**src/rtl/mem_lsu_pkg.sv**
```systemverilog
// Shared definitions for the mem_lsu load/store unit: data width, request
// size encodings, FSM state type and the alignment helper.
package mem_lsu_pkg;

  localparam int DATA_W = 32;

  localparam logic [1:0] SZ_BYTE = 2'b00;
  localparam logic [1:0] SZ_HALF = 2'b01;
  localparam logic [1:0] SZ_WORD = 2'b10;  // 2'b11 behaves as a word too

  typedef enum logic [1:0] {
    IDLE = 2'd0,
    RD   = 2'd1,
    WR   = 2'd2,
    RESP = 2'd3
  } state_e;

  // Half at an odd address, or word (incl. size 11) off a 4-byte boundary.
  function automatic logic is_misaligned(input logic [1:0] size,
                                         input logic [1:0] addr_lo);
    logic bad;
    bad = 1'b0;
    if (size == SZ_HALF)  bad = addr_lo[0];
    else if (size[1])     bad = (addr_lo != 2'b00);
    return bad;
  endfunction

endpackage

```
**src/rtl/mem_lsu_lane.sv**
```systemverilog
// Combinational data lane: merges store data into the captured RAM word for
// sub-word writes, and extracts / extends load data from the captured word.
module mem_lsu_lane
  import mem_lsu_pkg::*;
(
  input  logic [1:0]        size,
  input  logic              is_signed,
  input  logic [DATA_W-1:0] cap_word,
  input  logic [DATA_W-1:0] st_data,
  output logic [DATA_W-1:0] merged,
  output logic [DATA_W-1:0] ld_data
);

  // Size-dependent merge and extract; word (10/11) passes straight through.
  always_comb begin
    merged  = st_data;
    ld_data = cap_word;
    case (size)
      SZ_BYTE: begin
        merged  = {cap_word[31:8], st_data[7:0]};
        ld_data = {{24{is_signed & cap_word[7]}}, cap_word[7:0]};
      end
      SZ_HALF: begin
        merged  = {cap_word[31:16], st_data[15:0]};
        ld_data = {{16{is_signed & cap_word[15]}}, cap_word[15:0]};
      end
      default: begin
        merged  = st_data;
        ld_data = cap_word;
      end
    endcase
  end

endmodule

```
**src/rtl/mem_lsu.sv**
```systemverilog
// Load/store initiator for a 32-bit little-endian dual-port RAM.
// One request at a time; sub-word stores are done as read-modify-write.
// Optional macro MEM_LSU_ALIGN_CHECK_EN: misaligned half/word requests are
// answered at once with resp_err=1 and no RAM access.
// Handshake: a request is taken on a rising edge where req_valid && req_ready;
// req_ready is high only in IDLE, so a busy unit leaves the request pending
// and the requester must hold it. resp_valid is a single-cycle pulse with no
// back-pressure.
module mem_lsu
  import mem_lsu_pkg::*;
#(
  parameter int ADDR_W = 32,
  parameter int RD_LAT = 0
) (
  input  logic              m_clock,
  input  logic              p_reset,
  input  logic              req_valid,
  output logic              req_ready,
  input  logic              req_we,
  input  logic [1:0]        req_size,
  input  logic              req_signed,
  input  logic [ADDR_W-1:0] req_addr,
  input  logic [DATA_W-1:0] req_wdata,
  output logic              resp_valid,
  output logic [DATA_W-1:0] resp_rdata,
  output logic              resp_err,
  output logic [ADDR_W-1:0] mem_addr_r,
  input  logic [DATA_W-1:0] mem_rdata,
  output logic [ADDR_W-1:0] mem_addr_w,
  output logic [DATA_W-1:0] mem_wdata,
  output logic              mem_we
);

  // Wait counter reload: RD lasts RD_LAT+1 cycles (RD_LAT is 0 or 1).
  localparam logic RD_RELOAD = (RD_LAT != 0);

  state_e            state_q, state_d;
  logic              cnt_q, cnt_d;
  logic              we_q, we_d;
  logic [1:0]        size_q, size_d;
  logic              signed_q, signed_d;
  logic [ADDR_W-1:0] addr_q, addr_d;
  logic [DATA_W-1:0] wdata_q, wdata_d;
  logic [DATA_W-1:0] cap_q, cap_d;
  logic [DATA_W-1:0] rdata_q, rdata_d;
`ifdef MEM_LSU_ALIGN_CHECK_EN
  logic              err_q, err_d;
`endif

  logic [DATA_W-1:0] lane_cap;
  logic [DATA_W-1:0] lane_merged;
  logic [DATA_W-1:0] lane_ld;

  // In RD the lane sees live RAM data so the load result can be registered
  // straight into resp_rdata; in WR it merges against the captured word.
  assign lane_cap = (state_q == RD) ? mem_rdata : cap_q;

  mem_lsu_lane u_lane (
    .size     (size_q),
    .is_signed(signed_q),
    .cap_word (lane_cap),
    .st_data  (wdata_q),
    .merged   (lane_merged),
    .ld_data  (lane_ld)
  );

  // Next-state and datapath updates for the IDLE/RD/WR/RESP sequence.
  always_comb begin
    state_d  = state_q;
    cnt_d    = cnt_q;
    we_d     = we_q;
    size_d   = size_q;
    signed_d = signed_q;
    addr_d   = addr_q;
    wdata_d  = wdata_q;
    cap_d    = cap_q;
    rdata_d  = rdata_q;
`ifdef MEM_LSU_ALIGN_CHECK_EN
    err_d    = err_q;
`endif
    case (state_q)
      IDLE: begin
        if (req_valid) begin
          we_d     = req_we;
          size_d   = req_size;
          signed_d = req_signed;
          addr_d   = req_addr;
          wdata_d  = req_wdata;
`ifdef MEM_LSU_ALIGN_CHECK_EN
          if (is_misaligned(req_size, req_addr[1:0])) begin
            state_d = RESP;
            rdata_d = '0;
            err_d   = 1'b1;
          end else
`endif
          if (req_we && req_size[1]) begin
            state_d = WR;
          end else begin
            state_d = RD;
            cnt_d   = RD_RELOAD;
          end
        end
      end
      RD: begin
        if (cnt_q == 1'b0) begin
          cap_d = mem_rdata;
          if (we_q) begin
            state_d = WR;
          end else begin
            state_d = RESP;
            rdata_d = lane_ld;
`ifdef MEM_LSU_ALIGN_CHECK_EN
            err_d   = 1'b0;
`endif
          end
        end else begin
          cnt_d = cnt_q - 1'b1;
        end
      end
      WR: begin
        state_d = RESP;
        rdata_d = '0;
`ifdef MEM_LSU_ALIGN_CHECK_EN
        err_d   = 1'b0;
`endif
      end
      RESP: begin
        state_d = IDLE;
      end
      default: begin
        state_d = IDLE;
      end
    endcase
  end

  // State and latched-request registers; reset drops any pending operation.
  always_ff @(posedge m_clock) begin
    if (p_reset) begin
      state_q  <= IDLE;
      cnt_q    <= 1'b0;
      we_q     <= 1'b0;
      size_q   <= 2'b00;
      signed_q <= 1'b0;
      addr_q   <= '0;
      wdata_q  <= '0;
      cap_q    <= '0;
      rdata_q  <= '0;
`ifdef MEM_LSU_ALIGN_CHECK_EN
      err_q    <= 1'b0;
`endif
    end else begin
      state_q  <= state_d;
      cnt_q    <= cnt_d;
      we_q     <= we_d;
      size_q   <= size_d;
      signed_q <= signed_d;
      addr_q   <= addr_d;
      wdata_q  <= wdata_d;
      cap_q    <= cap_d;
      rdata_q  <= rdata_d;
`ifdef MEM_LSU_ALIGN_CHECK_EN
      err_q    <= err_d;
`endif
    end
  end

  assign req_ready  = (state_q == IDLE);
  // Gated by reset so a WR or RESP cycle coinciding with reset has no effect.
  assign resp_valid = (state_q == RESP) && !p_reset;
  assign mem_we     = (state_q == WR) && !p_reset;
  assign mem_wdata  = mem_we ? lane_merged : '0;
  assign mem_addr_r = addr_q;
  assign mem_addr_w = addr_q;
  assign resp_rdata = rdata_q;
`ifdef MEM_LSU_ALIGN_CHECK_EN
  assign resp_err   = err_q;
`else
  assign resp_err   = 1'b0;
`endif

endmodule

```
**config.mk**
```make
export PLATFORM = sky130hd
export DESIGN_NAME = mem_lsu
export DESIGN_NICKNAME = d
export VERILOG_FILES = /design/src/rtl/mem_lsu_pkg.sv /design/src/rtl/mem_lsu_lane.sv /design/src/rtl/mem_lsu.sv
export SDC_FILE = /design/constraint.sdc
export NUM_CORES = 1
export LEC_CHECK = 0
export ABC_CLOCK_PERIOD_IN_PS = 1800
export CORE_MARGIN = 4
export CORE_UTILIZATION = 59
export CTS_BUF_LIST = sky130_fd_sc_hd__clkbuf_2
export DETAILED_ROUTE_END_ITERATION = 7
export DONT_BUFFER_PORTS = 1
export PLACE_DENSITY_LB_ADDON = 0.3
export SLEW_MARGIN = 15
export SYNTH_ARGS = -nofsm -noshare
export SYNTH_HDL_FRONTEND = slang
export SYNTH_SLANG_ARGS = --single-unit
```
**constraint.sdc**
```tcl
create_clock -name m_clock -period 1.8 [get_ports m_clock]
set_clock_uncertainty 0.05 [all_clocks]
set_input_delay 0.18 -clock m_clock [delete_from_list [all_inputs] [get_ports m_clock]]
set_output_delay 0.18 -clock m_clock [all_outputs]
set_load 0.05 [all_outputs]
```
==> flow_metrics.tcl <==
set metrics [dict create \
    power.ir.vdd_worst_v 0.00102 \
    hold_path_depth 1 \
    detailedRoute.firstIterationViolations 568 \
    critical_path.startpoint "state_q[0]$_SDFFE_PP0P_" \
    post_synth.cell_area_avg_um2 8.49 \
    final_cells 843 \
    hold_path_end "wdata_q[9]$_SDFFE_PP0P_" \
    core_region_area_mm2 0.00885 \
    tightest_slew_ps 621 \
    fin_hold_ws_ps -512 \
    fin_util 0.861 \
    timing.critical_path.arrival_ps 2240 \
    cts_root_buf "sky130_fd_sc_hd__clkbuf_2" \
    synthMostInstantiatedCell "sky130_fd_sc_hd__nand2_1" \
    multi_input_comb_area_mm2 0.00294 \
    fp.dieH_um 104 \
    maximum_number_of_pins_on_one_net_before_global_route_repair 108 \
    slew_margin_rel 0.585 \
    placed_cells 763 \
    number_of_buffers_created_by_cts 17 \
    rsz0062_at_grt "true" \
    cp_max_fo 7 \
    clock_insertion_delay_worst_skew_ps 690 \
    antenna_found_initial 0 \
    dieWidth_um 104 \
    drt-vias-per-instance 6.46 \
    synth_edf_count 0 \
    die_area_mm2 0.0108 \
    worstPathCellList "ha_4 > buf_12 > mux2i_2 > nand2_1 > o211a_4" \
    gr-total-overflow 0 \
    final.min_clock_period_ps 2470 \
    critical_path.startpoint_type "flop" \
    final_net_count 829 \
    antenna_diodes 0 \
    final-setup-viol-count 70 \
    min-delay-path-class "primary input to flop" \
    clock_tree.buffer_depth 2 \
    detailedPlace.worstSlack_ps -18.4 \
    synthAdderAreaFrac 0.00921 \
    rr_startpoint "state_q[1]$_SDFFE_PP0P_" \
    grt_pass1_vias 5130 \
    async_reset_ff_frac 0 \
    antenna_left 0 \
    synth_seq_area_share 0.468 \
    ys.flop_type "sky130_fd_sc_hd__dfxtp_1" \
    final_layout_size_suffix_gt1_frac 0.344 \
    drt_drc_violations_left 1 \
    max_stage_delay_cell_worst_path "sky130_fd_sc_hd__dfxtp_4" \
    cts_tree "built" \
    criticalPathCategory "flop to primary output" \
    totalPowerFinal_w 0.0123 \
    synth_top_cell_area_share 0.468 \
    top_level_ports 235 \
    worst_r2r_path_depth 10 \
    synth_fp_nets 747 \
    timing.hold.worst.start "p_reset" \
    reg2reg_setup_slack_ps -250 \
    drt-wirelength-per-cell_um 25.0 \
    total_buffers_and_inverters_traversed_by_the_critical_path 1 \
    placement.io_buffers 0 \
    cell_area_synth_mm2 0.00543 \
    r2r-end "resp_rdata[27]$_SDFFE_PP0P_" \
    failed_checks "DRC, hold timing, setup timing" \
    worst_setup_path_end_kind "primary output" \
    ys_ff_latch 127 \
    cts_max_level 4 \
    clock_sinks 127 \
    crit_family "flip-flops" \
    synthSimpleGateAreaFrac 0.199 \
    detailroute.via_count 5442 \
    synth_area_leader_cell "sky130_fd_sc_hd__dfxtp_1" \
    synth.area.mux_share 0.0490 \
    yosys-top-cells-count "sky130_fd_sc_hd__nand2_1, sky130_fd_sc_hd__dfxtp_1, sky130_fd_sc_hd__a21oi_1" \
    worst_slack_ps -666 \
    synth_cells 640 \
    worst-endpoint-required_ps 1570 \
    detailed_place_hpwl_um 10500 \
    worst_path_largest_cell_delay_ps 440 \
    cap_viol_max_count 0 \
    n_fill_cell 396 \
    synth.yosys.warnings 0 \
    floorplan.initialDensity 0.614 \
    period_share 1.37 \
    grt_pass1_wl_um 27400 \
    yosys.area_share.xor_xnor 0 \
    clk_pin_slew_worst_paths_ps 210 \
    synth_top_family_by_area "simple AND/OR/NAND/NOR gates" \
    synth_compound_area_frac 0.178 \
    post_synth_main_area_contributors "sky130_fd_sc_hd__dfxtp_1, sky130_fd_sc_hd__nand2_1, sky130_fd_sc_hd__a21oi_1, sky130_fd_sc_hd__buf_4, sky130_fd_sc_hd__mux2i_1" \
    drv_slew 0 \
    area.sequential_mm2 0.00255 \
    wirelength_um 21100 \
    flow.area_growth_from_synthesis_pct 40.2 \
    core.rowCount 34 \
    synth.lib_cells_used.distinct 33 \
    cellPowerDensity_mw_per_mm2 1620 \
    cellLeakagePower_nw 2.97 \
    first_pass_iters 8 \
    maxClockFrequency_mhz 406 \
    grt_use_total 0.317 \
    gp_congestion 0.789 \
    timing.final.hold_violations 121 \
    status "finished with violations" \
]
-- power by group --
group          switching, W  internal, W  leakage [nW]  total, W
logic               0.00399      0.00258          1.79   0.00657
registers          0.000545      0.00335          1.04   0.00390
clock network       0.00121     0.000658         0.143   0.00187
-- routing by layer --
layer | global-route usage | part of all wire | vias up
met3 | 0.0975 | 0.10 | 130
met5 | 0 | 0 | -
met4 | 0.168 | 0.076 | 0
met2 | 0.575 | 0.49 | 499
met1 | 0.326 | 0.33 | 2520
li1 | - | - | 2293
-- area by class of cell --
class                           count  area share
Inverter                            4     0.00329
Clock inverter                     15      0.0210
Sequential cell                   127       0.335
Timing Repair Buffer              149       0.226
Tap cell                          108      0.0177
Multi-Input combinational cell    423       0.386
Clock buffer                       17      0.0112
-- cells in the final DEF, fill, tap and decap left out, drive strengths merged --
cell,netlist,layout
dlygate4sd3,0,17
bufbuf,0,2
nand2b,4,4
o22ai,8,8
conb,1,1
clkbuf,27,19
bufinv,0,2
o21ai,9,9
nor2,36,36
ha,4,4
or3b,9,9
clkinv,0,6
a21oi,76,76
inv,4,9
nor3b,9,9
mux2i,25,25
clkinvlp,0,2
o221ai,1,1
nand2,170,170
a211oi,8,8
a311oi,1,1
nor3,1,1
a32o,16,16
a22o,8,8
nand3,1,1
dfxtp,127,127
a221oi,1,1
buf,59,128
and2,17,17
o211a,16,16
nor2b,2,2
-- cells by family after synthesis --
| kind of cell | after synthesis |
|---|---|
| buffers and inverters | 90 |
| and+or+nand+nor | 249 |
| muxes | 25 |
| adders and majority gates | 4 |
| other | 1 |
| AOI/OAI and AO/OA | 144 |
| DFF | 127 |
-- worst reg2reg max path, stage by stage (launching register included) --
cell and delay (ps):
sky130_fd_sc_hd__dfxtp_2 400, sky130_fd_sc_hd__inv_4 50, sky130_fd_sc_hd__ha_4 210, sky130_fd_sc_hd__clkbuf_16 210, sky130_fd_sc_hd__buf_6 140, sky130_fd_sc_hd__buf_8 120, sky130_fd_sc_hd__nand2b_4 90, sky130_fd_sc_hd__nor3b_4 260
sky130_fd_sc_hd__buf_6 170, sky130_fd_sc_hd__clkbuf_16 160, sky130_fd_sc_hd__a32o_1 170
-- sequential cells by signal (all words and copies together), names as in the netlist --
name and count:
we_q 1, size_q 2, wdata_q 32, signed_q 1, state_q 2, mem_addr_r 32, resp_rdata 32, cap_q 25
-- metrics by stage --
step	cell area, µm²	setup TNS [ps]
2_1_floorplan	5630	-310
3_3_place_gp	6370	0
3_5_place_dp	6370	-52.3
4_1_cts	7230	-15340
5_1_grt	7620	-27660
6_report	7620	-23970
-- timing repair --
item                                    CTS  global route
buffers inserted                         20            13
endpoints found under the hold margin   127           125
gates resized for setup                  60            50
pin swaps                                17            21
hold buffers                             17             2
gates cloned                              3             2
endpoints found under the setup margin   53            70
-- worst max-delay path by stage --
stage | endpoint | slack, ps | depth (start not counted)
6_report | mem_wdata[29] | -670 | 5
5_1_grt | mem_wdata[29] | -750 | 5
4_1_cts | mem_wdata[12] | -540 | 6
3_5_place_dp | resp_rdata[23]$_SDFFE_PP0P_ | -20 | 5
3_3_place_gp | resp_rdata[29]$_SDFFE_PP0P_ | 50 | 6
2_1_floorplan | mem_wdata[22] | -30 | 8
Note: power is estimated with default switching activity, not from simulation.
